`src/rtl/div_ctrl_pkg.sv`:
```
// Shared types for the div_gen_0 sequencer: data widths, FSM state encoding
// and a conditional two's-complement negate used for magnitudes and sign fix-up.
package div_ctrl_pkg;

  localparam int DATA_W  = 32;
  localparam int DDATA_W = 2 * DATA_W;

  typedef logic [DATA_W-1:0]  data_t;
  typedef logic [DDATA_W-1:0] ddata_t;

  typedef enum logic [2:0] {
    DIVC_IDLE  = 3'd0,
    DIVC_ISSUE = 3'd1,
    DIVC_WAIT  = 3'd2,
    DIVC_FIX   = 3'd3,
    DIVC_DONE  = 3'd4
  } divc_state_e;

  // -0x80000000 wraps to itself, which is exactly the unsigned magnitude we want.
  function automatic data_t cond_neg(input data_t value, input logic neg);
    return neg ? data_t'(-value) : value;
  endfunction

endpackage

```
`src/rtl/div_ctrl_if.sv`:
```
// Pipeline-side request/result bundle of the divide controller.
// master = EX stage, slave = div_ctrl.
interface div_ctrl_if;
  import div_ctrl_pkg::*;

  logic  start;
  logic  signed_div;
  data_t dividend;
  data_t divisor;
  logic  flush;
  logic  busy;
  logic  done;
  data_t quotient;
  data_t remainder;

  modport master (
    output start, signed_div, dividend, divisor, flush,
    input  busy, done, quotient, remainder
  );

  modport slave (
    input  start, signed_div, dividend, divisor, flush,
    output busy, done, quotient, remainder
  );

endinterface

```
`src/rtl/div_sign_fix.sv`:
```
// Combinational post-correction: unsigned quotient/remainder magnitudes plus
// sign flags become signed results. Shared with the multicycle MULT controller.
module div_sign_fix
  import div_ctrl_pkg::*;
(
  input  data_t quot_mag,
  input  data_t rem_mag,
  input  logic  neg_quot,
  input  logic  neg_rem,
  output data_t quot,
  output data_t rem
);

  assign quot = cond_neg(quot_mag, neg_quot);
  assign rem  = cond_neg(rem_mag, neg_rem);

endmodule

```
`src/rtl/div_ctrl.sv`:
```
// Sequencer for the fixed-latency div_gen_0 IP: holds IP operands, counts its
// latency, fixes signs and pulses done. Option: DIV_CTRL_ZERO_FAST_EN.
module div_ctrl
  import div_ctrl_pkg::*;
#(
  parameter int DIV_LATENCY = 36
) (
  input  logic   clk,
  input  logic   rst,
  div_ctrl_if.slave bus,
  output data_t  div_dividend,
  output data_t  div_divisor,
  input  ddata_t div_dout
);

  localparam int              CNT_W    = $clog2(DIV_LATENCY) + 1;
  localparam logic [CNT_W-1:0] CNT_LOAD = CNT_W'(DIV_LATENCY - 1);

  divc_state_e      state;
  logic [CNT_W-1:0] counter;
  logic             neg_quot;
  logic             neg_rem;
  logic             busy_r;
  logic             done_r;
  data_t            quotient_r;
  data_t            remainder_r;
  data_t            fix_quot;
  data_t            fix_rem;
  logic             accept;
`ifdef DIV_CTRL_ZERO_FAST_EN
  logic             zero_r;
  data_t            dividend_raw;
`endif

  // flush wins over start, so a flushed cycle never counts as an accept
  assign accept = bus.start && !bus.flush &&
                  (state == DIVC_IDLE || state == DIVC_DONE);

  assign bus.busy      = busy_r | accept;
  assign bus.done      = done_r;
  assign bus.quotient  = quotient_r;
  assign bus.remainder = remainder_r;

  div_sign_fix u_sign_fix (
    .quot_mag (div_dout[DDATA_W-1:DATA_W]),
    .rem_mag  (div_dout[DATA_W-1:0]),
    .neg_quot (neg_quot),
    .neg_rem  (neg_rem),
    .quot     (fix_quot),
    .rem      (fix_rem)
  );

  // NOTE: all state and registered outputs use non-blocking assignments so every
  // branch reads the pre-edge values regardless of statement order.
  always_ff @(posedge clk or negedge rst) begin
    if (!rst) begin
      state        <= DIVC_IDLE;
      counter      <= '0;
      neg_quot     <= 1'b0;
      neg_rem      <= 1'b0;
      busy_r       <= 1'b0;
      done_r       <= 1'b0;
      quotient_r   <= '0;
      remainder_r  <= '0;
      div_dividend <= '0;
      div_divisor  <= '0;
`ifdef DIV_CTRL_ZERO_FAST_EN
      zero_r       <= 1'b0;
      dividend_raw <= '0;
`endif
    end else begin
      done_r <= 1'b0;
      if (bus.flush) begin
        state   <= DIVC_IDLE;
        busy_r  <= 1'b0;
        counter <= '0;
      end else begin
        case (state)
          DIVC_IDLE, DIVC_DONE: begin
            if (bus.start) begin
              neg_rem  <= bus.signed_div & bus.dividend[DATA_W-1];
              neg_quot <= bus.signed_div &
                          (bus.dividend[DATA_W-1] ^ bus.divisor[DATA_W-1]);
              busy_r   <= 1'b1;
`ifdef DIV_CTRL_ZERO_FAST_EN
              zero_r       <= (bus.divisor == '0);
              dividend_raw <= bus.dividend;
              if (bus.divisor == '0) begin
                // IP is bypassed entirely; its operands keep their old values
                state <= DIVC_FIX;
              end else begin
                div_dividend <= cond_neg(bus.dividend,
                                         bus.signed_div & bus.dividend[DATA_W-1]);
                div_divisor  <= cond_neg(bus.divisor,
                                         bus.signed_div & bus.divisor[DATA_W-1]);
                state        <= DIVC_ISSUE;
              end
`else
              div_dividend <= cond_neg(bus.dividend,
                                       bus.signed_div & bus.dividend[DATA_W-1]);
              div_divisor  <= cond_neg(bus.divisor,
                                       bus.signed_div & bus.divisor[DATA_W-1]);
              state        <= DIVC_ISSUE;
`endif
            end else begin
              state <= DIVC_IDLE;
            end
          end
          DIVC_ISSUE: begin
            counter <= CNT_LOAD;
            state   <= DIVC_WAIT;
          end
          DIVC_WAIT: begin
            if (counter == '0) begin
              state <= DIVC_FIX;
            end else begin
              counter <= counter - CNT_W'(1);
            end
          end
          DIVC_FIX: begin
`ifdef DIV_CTRL_ZERO_FAST_EN
            if (zero_r) begin
              quotient_r  <= '1;
              remainder_r <= dividend_raw;
            end else begin
              quotient_r  <= fix_quot;
              remainder_r <= fix_rem;
            end
`else
            quotient_r  <= fix_quot;
            remainder_r <= fix_rem;
`endif
            busy_r <= 1'b0;
            done_r <= 1'b1;
            state  <= DIVC_DONE;
          end
          default: state <= DIVC_IDLE;
        endcase
      end
    end
  end

endmodule

```
`src/flat_wrapper.sv`:
```
// flat-port wrapper written by rule: the top's interface ports become plain ports
module div_ctrl_flat import div_ctrl_pkg::*;
#(
  parameter int DIV_LATENCY = 36
)
  (clk, rst, div_dividend, div_divisor, div_dout, bus_start, bus_signed_div, bus_dividend, bus_divisor, bus_flush, bus_busy, bus_done, bus_quotient, bus_remainder);
  div_ctrl_if bus_i ();
  input  logic clk;
  input  logic rst;
  output data_t div_dividend;
  output data_t div_divisor;
  input  ddata_t div_dout;
  input wire logic [$bits(bus_i.start)-1:0] bus_start;
  input wire logic [$bits(bus_i.signed_div)-1:0] bus_signed_div;
  input wire logic [$bits(bus_i.dividend)-1:0] bus_dividend;
  input wire logic [$bits(bus_i.divisor)-1:0] bus_divisor;
  input wire logic [$bits(bus_i.flush)-1:0] bus_flush;
  output wire logic [$bits(bus_i.busy)-1:0] bus_busy;
  output wire logic [$bits(bus_i.done)-1:0] bus_done;
  output wire logic [$bits(bus_i.quotient)-1:0] bus_quotient;
  output wire logic [$bits(bus_i.remainder)-1:0] bus_remainder;
  assign bus_i.start = bus_start;
  assign bus_i.signed_div = bus_signed_div;
  assign bus_i.dividend = bus_dividend;
  assign bus_i.divisor = bus_divisor;
  assign bus_i.flush = bus_flush;
  assign bus_busy = bus_i.busy;
  assign bus_done = bus_i.done;
  assign bus_quotient = bus_i.quotient;
  assign bus_remainder = bus_i.remainder;
  div_ctrl #(.DIV_LATENCY(DIV_LATENCY)) u_core (.clk(clk), .rst(rst), .bus(bus_i), .div_dividend(div_dividend), .div_divisor(div_divisor), .div_dout(div_dout));
endmodule
```
`config.mk`:
```
export PLATFORM = sky130hd
export DESIGN_NAME = div_ctrl_flat
export DESIGN_NICKNAME = d
export VERILOG_FILES = /design/src/rtl/div_ctrl_pkg.sv /design/src/rtl/div_ctrl_if.sv /design/src/rtl/div_sign_fix.sv /design/src/rtl/div_ctrl.sv /design/src/flat_wrapper.sv
export SDC_FILE = /design/constraint.sdc
export NUM_CORES = 1
export LEC_CHECK = 0
export ABC_AREA = 1
export CORE_UTILIZATION = 45
export DETAILED_ROUTE_END_ITERATION = 7
export PLACE_DENSITY = 0.76
export SYNTH_ARGS = -nofsm -noshare
export SYNTH_HDL_FRONTEND = slang
export SYNTH_SLANG_ARGS = --single-unit
```
`constraint.sdc`:
```
create_clock -name clk -period 1.6 [get_ports clk]
set_input_delay 0.24 -clock clk [delete_from_list [all_inputs] [get_ports clk]]
set_output_delay 0.24 -clock clk [all_outputs]
set_load 0.02 [all_outputs]
```
==> run summary, run 1 <==
Setup_tns: 0 ns
Max stage delay on crit path: 0.39 ns
Final worst path period share: 0.988
Post-synthesis cell count: 1359
Netlist cell types: 36
Arrival time worst endpoint: 1.34 ns
CP endpoint kind: output port
Final setup violation count: 0
Post-Place Setup Slack: -0.346 ns
DR pass1 iterations: 7
Die Ht: 144 um
Core ar.: 19700 sq um
Outcome: finished clean
Layout fillers: 1694
Die X: 144 um
Synthesis-stage register bit count: 142
Period minus WS final: 1.58 ns
Detailed placer's ending HPWL: 23.4 mm
Critical R2R Capture: u_core.bus.remainder[7]
Final hold violation count: 0
Rows: 51
Post-synthesis average cell area: 6.71 sq um
RSZ-0062 raised after global routing: yes
P_leak: 7.21 nW
Worst hold-check path type: primary input to asynchronous set/reset pin
Final WL: 30.3 mm
Area delta synth->final: 53.3%
Slowest CP cell: dfrtp_1
Avg WL per Cell: 14.6 um
Seq/Total Area, Yosys: 0.390
Clock latency on the worst-skew pair: 0.43 ns
GRT overflow: 0
Mapped Nets: 1497
Pin count of the biggest net entering global routing: 61
CTS tree: built
Vias in the first global route: 10232
Design Power: 0.0173 W
ANT nets after route: 0
Maxcap violations: 0
Diode count: 0
Area contributors post-synth: dfrtp_1 39%, nand2_1 21%, nand3_1 9.0%, nor2_1 6.5%, inv_1 4.6%
Crit-path cells: inv_2 > nand3_4 > nor2_4 > inv_2 > nand2_2 > buf_6
Longest Clk Path Bufs: 2
Worst-Margin Slew: 0.518 ns
Setup CP Type: register to output port
Root Buffer: clkbuf_16
Most used cell, CP: inv_2
Initial Utilization: 0.464
Clock transition at the registers of the reported paths: 0.06 ns
Yosys top cell area share: 0.390
Num CTS Buffers: 17
Setup WS post-layout: 0.0193 ns
DRC violation count after routing: 0
CP Max Fanout: 2
PwrDens: 1240 nW/um^2
Boundary Pins: 263
Worst path top cell family by delay: flip-flops
GRT Util Overall: 0.296
Crit path buf inv count: 3
R2R depth: 9
Share of cells above drive strength 1: 0.162
WHS: 0.268 ns
Most common cell after layout, fill and taps aside: nand2_1
GPL Wtd Cong: 0.947
Peak supply drop: 0.735 mV
Max_slew headroom: 0.655
Count of nets after finishing: 1941
Fmax: 0.633 GHz
CTS H-tree depth: 4
Die ar.: 20800 sq um
Fin. max-slew vios: 0
First-pass GRT wire length: 48.1 mm
DR iter-0 viols: 693
Initial antenna violation count: 0
Vias: 10588
Launch point of the worst reg-to-reg path: u_core.state[0]
Largest area contributor in the netlist: dfrtp_1
Vias per cell: 5.09
Flop-to-flop setup slack: 0.07 ns
Port Buffer Count: 262
Post-synthesis instance area: 9110 sq um
CTS Sinks: 142
Worst Skew: 0.0110 ns
Critical Path RT: 1.36 ns
Ys Warns: 0
Most frequent cells in the layout: 493 x nand2_1, 193 x buf_4, 162 x nand3_1
CP Launch Type: register
## logic make-up (layout without fill, tap and decap cells)
logic type               count (synthesis)  count (layout)  synth area share
AND/OR/NAND/NOR                        896             896             0.418
buffers and inverters                  162             618            0.0769
flip-flops                             142             142             0.390
AO/OA/AOI/OAI                          108             108            0.0645
XOR/XNOR                                46              46            0.0442
adder cells (fa/ha/maj)                  5               5           0.00686
## flip-flops by register name (all words and copies together), names as in the netlist
| signal | count |
|---|---|
| u_core.bus.done | 1 |
| u_core.state | 3 |
| u_core.div_divisor | 32 |
| u_core.div_dividend | 32 |
| u_core.busy_r | 1 |
| u_core.neg_quot | 1 |
| u_core.bus.quotient | 32 |
| u_core.neg_rem | 1 |
| u_core.counter | 7 |
| u_core.bus.remainder | 32 |
## cell type report
class	count	area [sq um]	share of cell area
Multi-Input combinational cell	1055	4920	0.352
Timing Repair Buffer	466	4100	0.293
Clock inverter	9	135	0.00967
Sequential cell	142	3550	0.254
Tap cell	265	332	0.0237
Inverter	121	454	0.0325
Clock buffer	22	474	0.0339
## worst max-delay path by stage
stage / depth (start not counted) / endpoint / startpoint / slack [ns]
floorplan: 7 / bus_busy / u_core.state[1] / 0.13
global placement: 9 / u_core.div_divisor[27] / bus_divisor[18] / -0.30
detailed placement: 12 / u_core.div_divisor[26] / bus_divisor[1] / -0.35
CTS: 8 / u_core.counter[5] / u_core.counter[0] / 0.01
global route: 6 / bus_busy / u_core.state[1] / -0.03
finish: 6 / bus_busy / u_core.state[0] / 0.02
## timing repair
action	in CTS	in global routing
resized for setup	135	28
endpoints found under the setup margin	129	45
pin swaps	0	3
hold buffers	1	0
endpoints found under the hold margin	28	0
setup buffers	0	2
## routing by layer
layer / GRT usage / part of all wire / vias to the layer above / routed length, um
met1: 0.365 / 0.41 / 4865 / 12400
met4: 0.0931 / 0.015 / 0 / 460
met5: 0 / 0 / - / 0
li1: - / - / 5221 / -
met3: 0.0603 / 0.092 / 43 / 2790
met2: 0.513 / 0.48 / 459 / 14600
## where the power goes
| part | internal, W | switching [W] |
|---|---|---|
| Sequential | 0.00488 | 0.000740 |
| Combinational | 0.00305 | 0.00447 |
| Clock | 0.00257 | 0.00159 |
## through the flow
stage	std cells	cell area [sq um]	util
6_report	2080	14000	0.711
3_5_place_dp	2046	13400	0.683
5_1_grt	2080	14000	0.711
2_1_floorplan	1359	9110	-
3_3_place_gp	2046	13400	0.683
4_1_cts	2078	13900	0.706
## cell usage after synthesis (all sizes together)
cell type / n
nand2: 502
nor2: 176
nand3: 166
dfrtp: 142
inv: 121
o21ai: 87
buf: 36
xor2: 35
nand4: 28
nand3b: 11
xnor2: 11
nor3: 7
a21oi: 6
a31oi: 5
clkbuf: 5
ha: 5
and2: 4
o22ai: 3
a211oi: 2
o211ai: 2
o31ai: 2
or2: 2
a21o: 1
No activity file was read; power rests on OpenSTA's default activity.
==> inputs of run 2 (changes only) <==
Settings changed: CTS_CLUSTER_SIZE set to 16, REMOVE_ABC_BUFFERS set to 1.
Clock period 1.6 ns to 1.5 ns, I/O delays scaled along.
==> run summary, run 2 (synthesis results as in run 1) <==
Worst path top cell family by delay: flip-flops
Design Power: 0.0193 W (+12%)
GRT Util Overall: 0.291 (-0.00490)
Setup CP Type: register to output port
Maxcap violations: 0 (unchanged)
Clock Power Share: 0.264 (+0.024)
CP Launch Type: register
Worst hold-check path type: primary input to register
CTS tree: built
Fin. max-slew vios: 0 (unchanged)
Vias in the first global route: 10127 (-1.0%)
Dpl cell area: 13400 sq um (about the same)
Setup_tns: -0.0291 ns (-0.0291 ns)
Final worst path period share: 1.02
Longest Clk Path Bufs: 2 (unchanged)
Most frequent cells in the layout: 491 x nand2_1, 189 x buf_4, 158 x nand3_1
Clock transition at the registers of the reported paths: 0.06 ns (about the same)
CP Max Fanout: 2 (unchanged)
Clock latency on the worst-skew pair: 0.43 ns (about the same)
Most used cell, CP: inv_2
Setup WS post-layout: -0.0230 ns (-0.0423 ns)
CTS Sinks: 142 (unchanged)
ANT nets after route: 0 (unchanged)
Share of cells above drive strength 1: 0.176 (+0.0138)
Initial Utilization: 0.464 (unchanged)
Die ar.: 20800 sq um (unchanged)
Initial antenna violation count: 0 (unchanged)
Slowest CP cell: dfrtp_1
Avg WL per Cell: 15.2 um (+4.5%)
Worst-Margin Slew: 0.521 ns (+0.00352 ns)
Rows: 51 (unchanged)
DR pass1 iterations: 6 (-1)
Detailed placer's ending HPWL: 22.8 mm (-2.6%)
Crit path buf inv count: 3 (unchanged)
Max_slew headroom: 0.653 (-0.00235)
PwrDens: 1340 nW/um^2 (+8.4%)
Diode count: 0 (unchanged)
Root Buffer: clkbuf_16
Net Sw Frac: 0.383 (-0.00998)
Peak supply drop: 0.722 mV (-1.7%)
Outcome: finished, violations left
Vias per cell: 5.16 (+1.4%)
Failing checks: setup timing
P_leak: 7.37 nW (+2.3%)
Final non-filler cell total: 2091 (+0.53%)
Arrival time worst endpoint: 1.30 ns (-0.04 ns)
Core ar.: 19700 sq um (unchanged)
Fmax: 0.657 GHz
Num CTS Buffers: 17 (unchanged)
Critical Path RT: 1.27 ns (-0.09 ns)
Vias: 10793 (+1.9%)
Gate power share: 0.426 (-0.009)
Final WL: 31.8 mm (+5.1%)
CP endpoint kind: output port
Int Pwr: 0.0119 W (+13%)
DRC violation count after routing: 0 (unchanged)
Die Ht: 144 um (unchanged)
CTS H-tree depth: 4 (unchanged)
Post-Place Setup Slack: -0.467 ns (-0.120 ns)
Period minus WS final: 1.52 ns
Die X: 144 um (unchanged)
Pin count of the biggest net entering global routing: 59 (-3.3%)
Area delta synth->final: 57.8%
Switch Pwr: 0.00739 W (+8.8%)
RSZ-0062 raised after global routing: yes
Seq pwr share: 0.310 (-0.015)
Final setup violation count: 3 (+3)
Fin area: 14400 sq um (+3.0%)
GPL Wtd Cong: 0.958 (+1.1%)
First-pass GRT wire length: 47.7 mm (-0.89%)
Most common cell after layout, fill and taps aside: nand2_1
Max stage delay on crit path: 0.39 ns (about the same)
GRT overflow: 0 (unchanged)
Placed insts: 2046 (unchanged)
DR iter-0 viols: 594 (-14%)
Final hold violation count: 0 (unchanged)
Crit-path cells: inv_2 > nand3_4 > nor2_4 > inv_2 > nand2_2 > buf_6
Port Buffer Count: 262 (unchanged)
Layout fillers: 1608 (-5.1%)
Count of nets after finishing: 1951 (+0.52%)
Worst Skew: 0.0101 ns (-0.000879 ns)
Boundary Pins: 263 (unchanged)
-- run 2: path summary, 6_finish.rpt --
path	cells past startpoint	slack, ns	from	to
max	6	-0.02	u_core.state[1]	bus_busy
min	3	0.19	bus_divisor[1]	u_core.div_divisor[1]
max reg2reg	6	-0.01	u_core.state[1]	u_core.div_divisor[21]
min reg2reg	2	0.47	u_core.div_dividend[9]	u_core.div_dividend[9]
max in group asynchronous	3	0.67	rst	u_core.bus.remainder[27]
min in group asynchronous	2	0.25	rst	u_core.div_divisor[28]
-- run 2: worst register-to-register path: cells and delay by family, from the launching register on --
| kind | cells | cell delay (ns) |
|---|---|---|
| buffers and inverters | 2 | 0.53 |
| and+or+nand+nor | 4 | 0.53 |
| DFF | 1 | 0.39 |
-- run 2: through the flow --
step / util / hold slack (ns)
after global placement: 0.683 / 0.143
after floorplan: - / -0.0706
after CTS: 0.713 / 0.254
after detailed placement: 0.683 / 0.145
after global routing: 0.732 / 0.186
final: 0.732 / 0.192
-- run 2: what timing repair did --
item                       4_1_cts  5_1_grt
setup buffers                    0        2
pin swaps                        2        8
gates cloned                     0       10
setup endpoints to repair      139      102
hold endpoints to repair        26        0
resized for setup              143       55
hold buffers                     1        0
-- run 2: power by group through the flow --
stage	clock [W]	combinational, W	sequential, W
after floorplan	0	0.00259	0.00767
after global placement	0	0.00870	0.00604
after detailed placement	0	0.00890	0.00606
after CTS	0.00518	0.00803	0.00597
after global routing	0.00534	0.00894	0.00614
final	0.00510	0.00822	0.00598
-- run 2: layout make-up --
cell class              instances  area [sq um]  area share
clock buffers                  19           453      0.0315
clock inverters                13           258      0.0179
inverters                     121           467      0.0324
multi-input cells            1057          5020       0.349
flip-flops and latches        142          3550       0.247
well taps                     265           332      0.0230
repair buffers                474          4310       0.299
-- run 2: routing by layer --
layer | GRT usage | part of all wire
met5 | 0 | 0
met4 | 0.109 | 0.034
met3 | 0.0609 | 0.073
met2 | 0.509 | 0.49
met1 | 0.348 | 0.40
==> inputs of run 3 (changes only) <==
Clock period 1.5 ns to 1.65 ns, I/O delays scaled along.
==> run summary, run 3 (synthesis results as in run 1) <==
ANT nets after route: 0 (unchanged)
Worst path top cell family by delay: buffers and inverters
DR pass1 iterations: 7 (+1)
DR iter-0 viols: 630 (+6.1%)
Crit-path cells: clkdlybuf4s50_1
Final setup violation count: 0 (-3)
Root Buffer: clkbuf_16
Critical R2R Capture: u_core.counter[3]
Share of cells above drive strength 1: 0.138 (-0.0376)
Peak supply drop: 0.691 mV (-4.4%)
Net Sw Frac: 0.385 (+0.00191)
Int Pwr: 0.0105 W (-12%)
Clock Power Share: 0.244 (-0.020)
Flop-to-flop setup slack: 0.12 ns (+0.13 ns)
Placed insts: 2012 (-1.7%)
CP Launch Type: register
Outcome: finished clean
Initial Utilization: 0.464 (unchanged)
Fin. max-slew vios: 0 (unchanged)
Crit path buf inv count: 1 (-2)
Arrival time worst endpoint: 1.37 ns (+0.07 ns)
Period minus WS final: 1.62 ns
Die Ht: 144 um (unchanged)
GPL Wtd Cong: 0.946 (-1.2%)
Rows: 51 (unchanged)
CP Max Fanout: 2 (unchanged)
Final worst path period share: 0.983
Most common cell after layout, fill and taps aside: nand2_1
Die X: 144 um (unchanged)
Maxcap violations: 0 (unchanged)
Pin count of the biggest net entering global routing: 57 (-3.4%)
Max stage delay on crit path: 0.60 ns (+0.21 ns)
Diode count: 0 (unchanged)
Gate power share: 0.439 (+0.013)
Most frequent cells in the layout: 498 x nand2_1, 163 x nand3_1, 160 x buf_4
Longest Clk Path Bufs: 2 (unchanged)
CTS Sinks: 142 (unchanged)
Setup CP Type: register to output port
R2R depth: 11 (+5)
Clock transition at the registers of the reported paths: 0.06 ns (about the same)
GRT overflow: 0 (unchanged)
Count of nets after finishing: 1905 (-2.4%)
GRT Util Overall: 0.279 (-0.0114)
Vias per cell: 5.06 (-1.9%)
CP endpoint kind: output port
Vias in the first global route: 9834 (-2.9%)
Fmax: 0.617 GHz
Setup WS post-layout: 0.0287 ns (+0.0517 ns)
First-pass GRT wire length: 45.8 mm (-4.0%)
Detailed placer's ending HPWL: 22.0 mm (-3.5%)
Switch Pwr: 0.00657 W (-11%)
Design Power: 0.0171 W (-11%)
Post-Place Setup Slack: -0.309 ns (+0.158 ns)
Num CTS Buffers: 17 (unchanged)
Avg WL per Cell: 14.2 um (-7.0%)
CTS tree: built
Area delta synth->final: 52.3%
Launch point of the worst reg-to-reg path: u_core.counter[0]
Worst Skew: 0.00851 ns (-0.00156 ns)
Worst-Margin Slew: 0.517 ns (-0.00408 ns)
Clock latency on the worst-skew pair: 0.42 ns (about the same)
Final non-filler cell total: 2045 (-2.2%)
Max_slew headroom: 0.655 (+0.00272)
DRC violation count after routing: 0 (unchanged)
Worst hold-check path type: primary input to asynchronous set/reset pin
CTS H-tree depth: 4 (unchanged)
Initial antenna violation count: 0 (unchanged)
Critical Path RT: 1.40 ns (+0.13 ns)
WHS: 0.293 ns (+0.101 ns)
Boundary Pins: 263 (unchanged)
Setup_tns: 0 ns (+0.0291 ns)
Final hold violation count: 0 (unchanged)
Final WL: 29.0 mm (-9.0%)
Vias: 10357 (-4.0%)
Slowest CP cell: clkdlybuf4s50_1
Port Buffer Count: 262 (unchanged)
P_leak: 7.50 nW (+1.6%)
PwrDens: 1230 nW/um^2 (-8.3%)
Seq pwr share: 0.317 (+0.007)
Die ar.: 20800 sq um (unchanged)
Core ar.: 19700 sq um (unchanged)
-- run 3: cell types whose count changed in the layout (fill, tap and decap cells not counted), moves of 6 or more --
cell	before	now
clkdlybuf4s50_1	130	144
dlygate4sd2_1	129	65
buf_6	9	1
nand2_2	11	4
buf_4	189	160
nand2_1	491	498
nor2_4	13	6
dlymetal6s2s_1	1	51
nor2_1	150	156
-- run 3: what timing repair did --
action | CTS | global route
buffers inserted | 0 | 0
hold buffers | 1 | 0
resized for setup | 72 | 57
hold endpoints to repair | 30 | 0
setup endpoints to repair | 66 | 60
-- run 3: worst max-delay path by stage --
| stage | from | to | slack, ns | cells past startpoint |
|---|---|---|---|---|
| floorplan | u_core.state[1] | bus_busy | -0.61 | 5 |
| CTS | u_core.bus.remainder[13] | bus_remainder[13] | 0.0003 | 1 |
| detailed placement | bus_signed_div | u_core.neg_quot | -0.31 | 8 |
| finish | u_core.bus.remainder[4] | bus_remainder[4] | 0.03 | 1 |
| global route | u_core.counter[0] | u_core.counter[3] | -0.003 | 11 |
| global placement | bus_signed_div | u_core.neg_quot | -0.28 | 8 |
-- run 3: layout make-up --
class                           count  area [sq um]
Clock buffer                       19           443
Clock inverter                     13           185
Fill cell                        1679          5770
Inverter                          121           454
Multi-Input combinational cell   1055          4880
Sequential cell                   142          3550
Tap cell                          265           332
Timing Repair Buffer              430          4030
-- run 3: power groups by stage --
stage	registers, W	logic, W	clock network (W)
6_report	0.00542	0.00750	0.00416
5_1_grt	0.00556	0.00816	0.00435
4_1_cts	0.00544	0.00761	0.00421
3_5_place_dp	0.00549	0.00798	0
3_3_place_gp	0.00547	0.00782	0
2_1_floorplan	0.00697	0.00236	0
-- run 3: routing by layer --
layer,GRT usage,up-vias,part of all wire
met5,0,-,0
met2,0.479,455,0.48
li1,-,5153,-
met4,0.105,0,0.027
met3,0.0540,68,0.075
met1,0.346,4681,0.42
-- run 3: worst reg2reg max path, delay by kind of cell (launching register included) --
kind / cells / cell delay, ns
simple gates: 8 / 0.67
flops: 1 / 0.37
fa+ha+maj: 1 / 0.21
buf+inv: 2 / 0.17
-- run 3: metrics by stage --
step	util	cell area (sq um)
detailed placement	0.670	13200
floorplan	-	8870
CTS	0.699	13700
finish	0.706	13900
global route	0.706	13900
global placement	0.670	13200
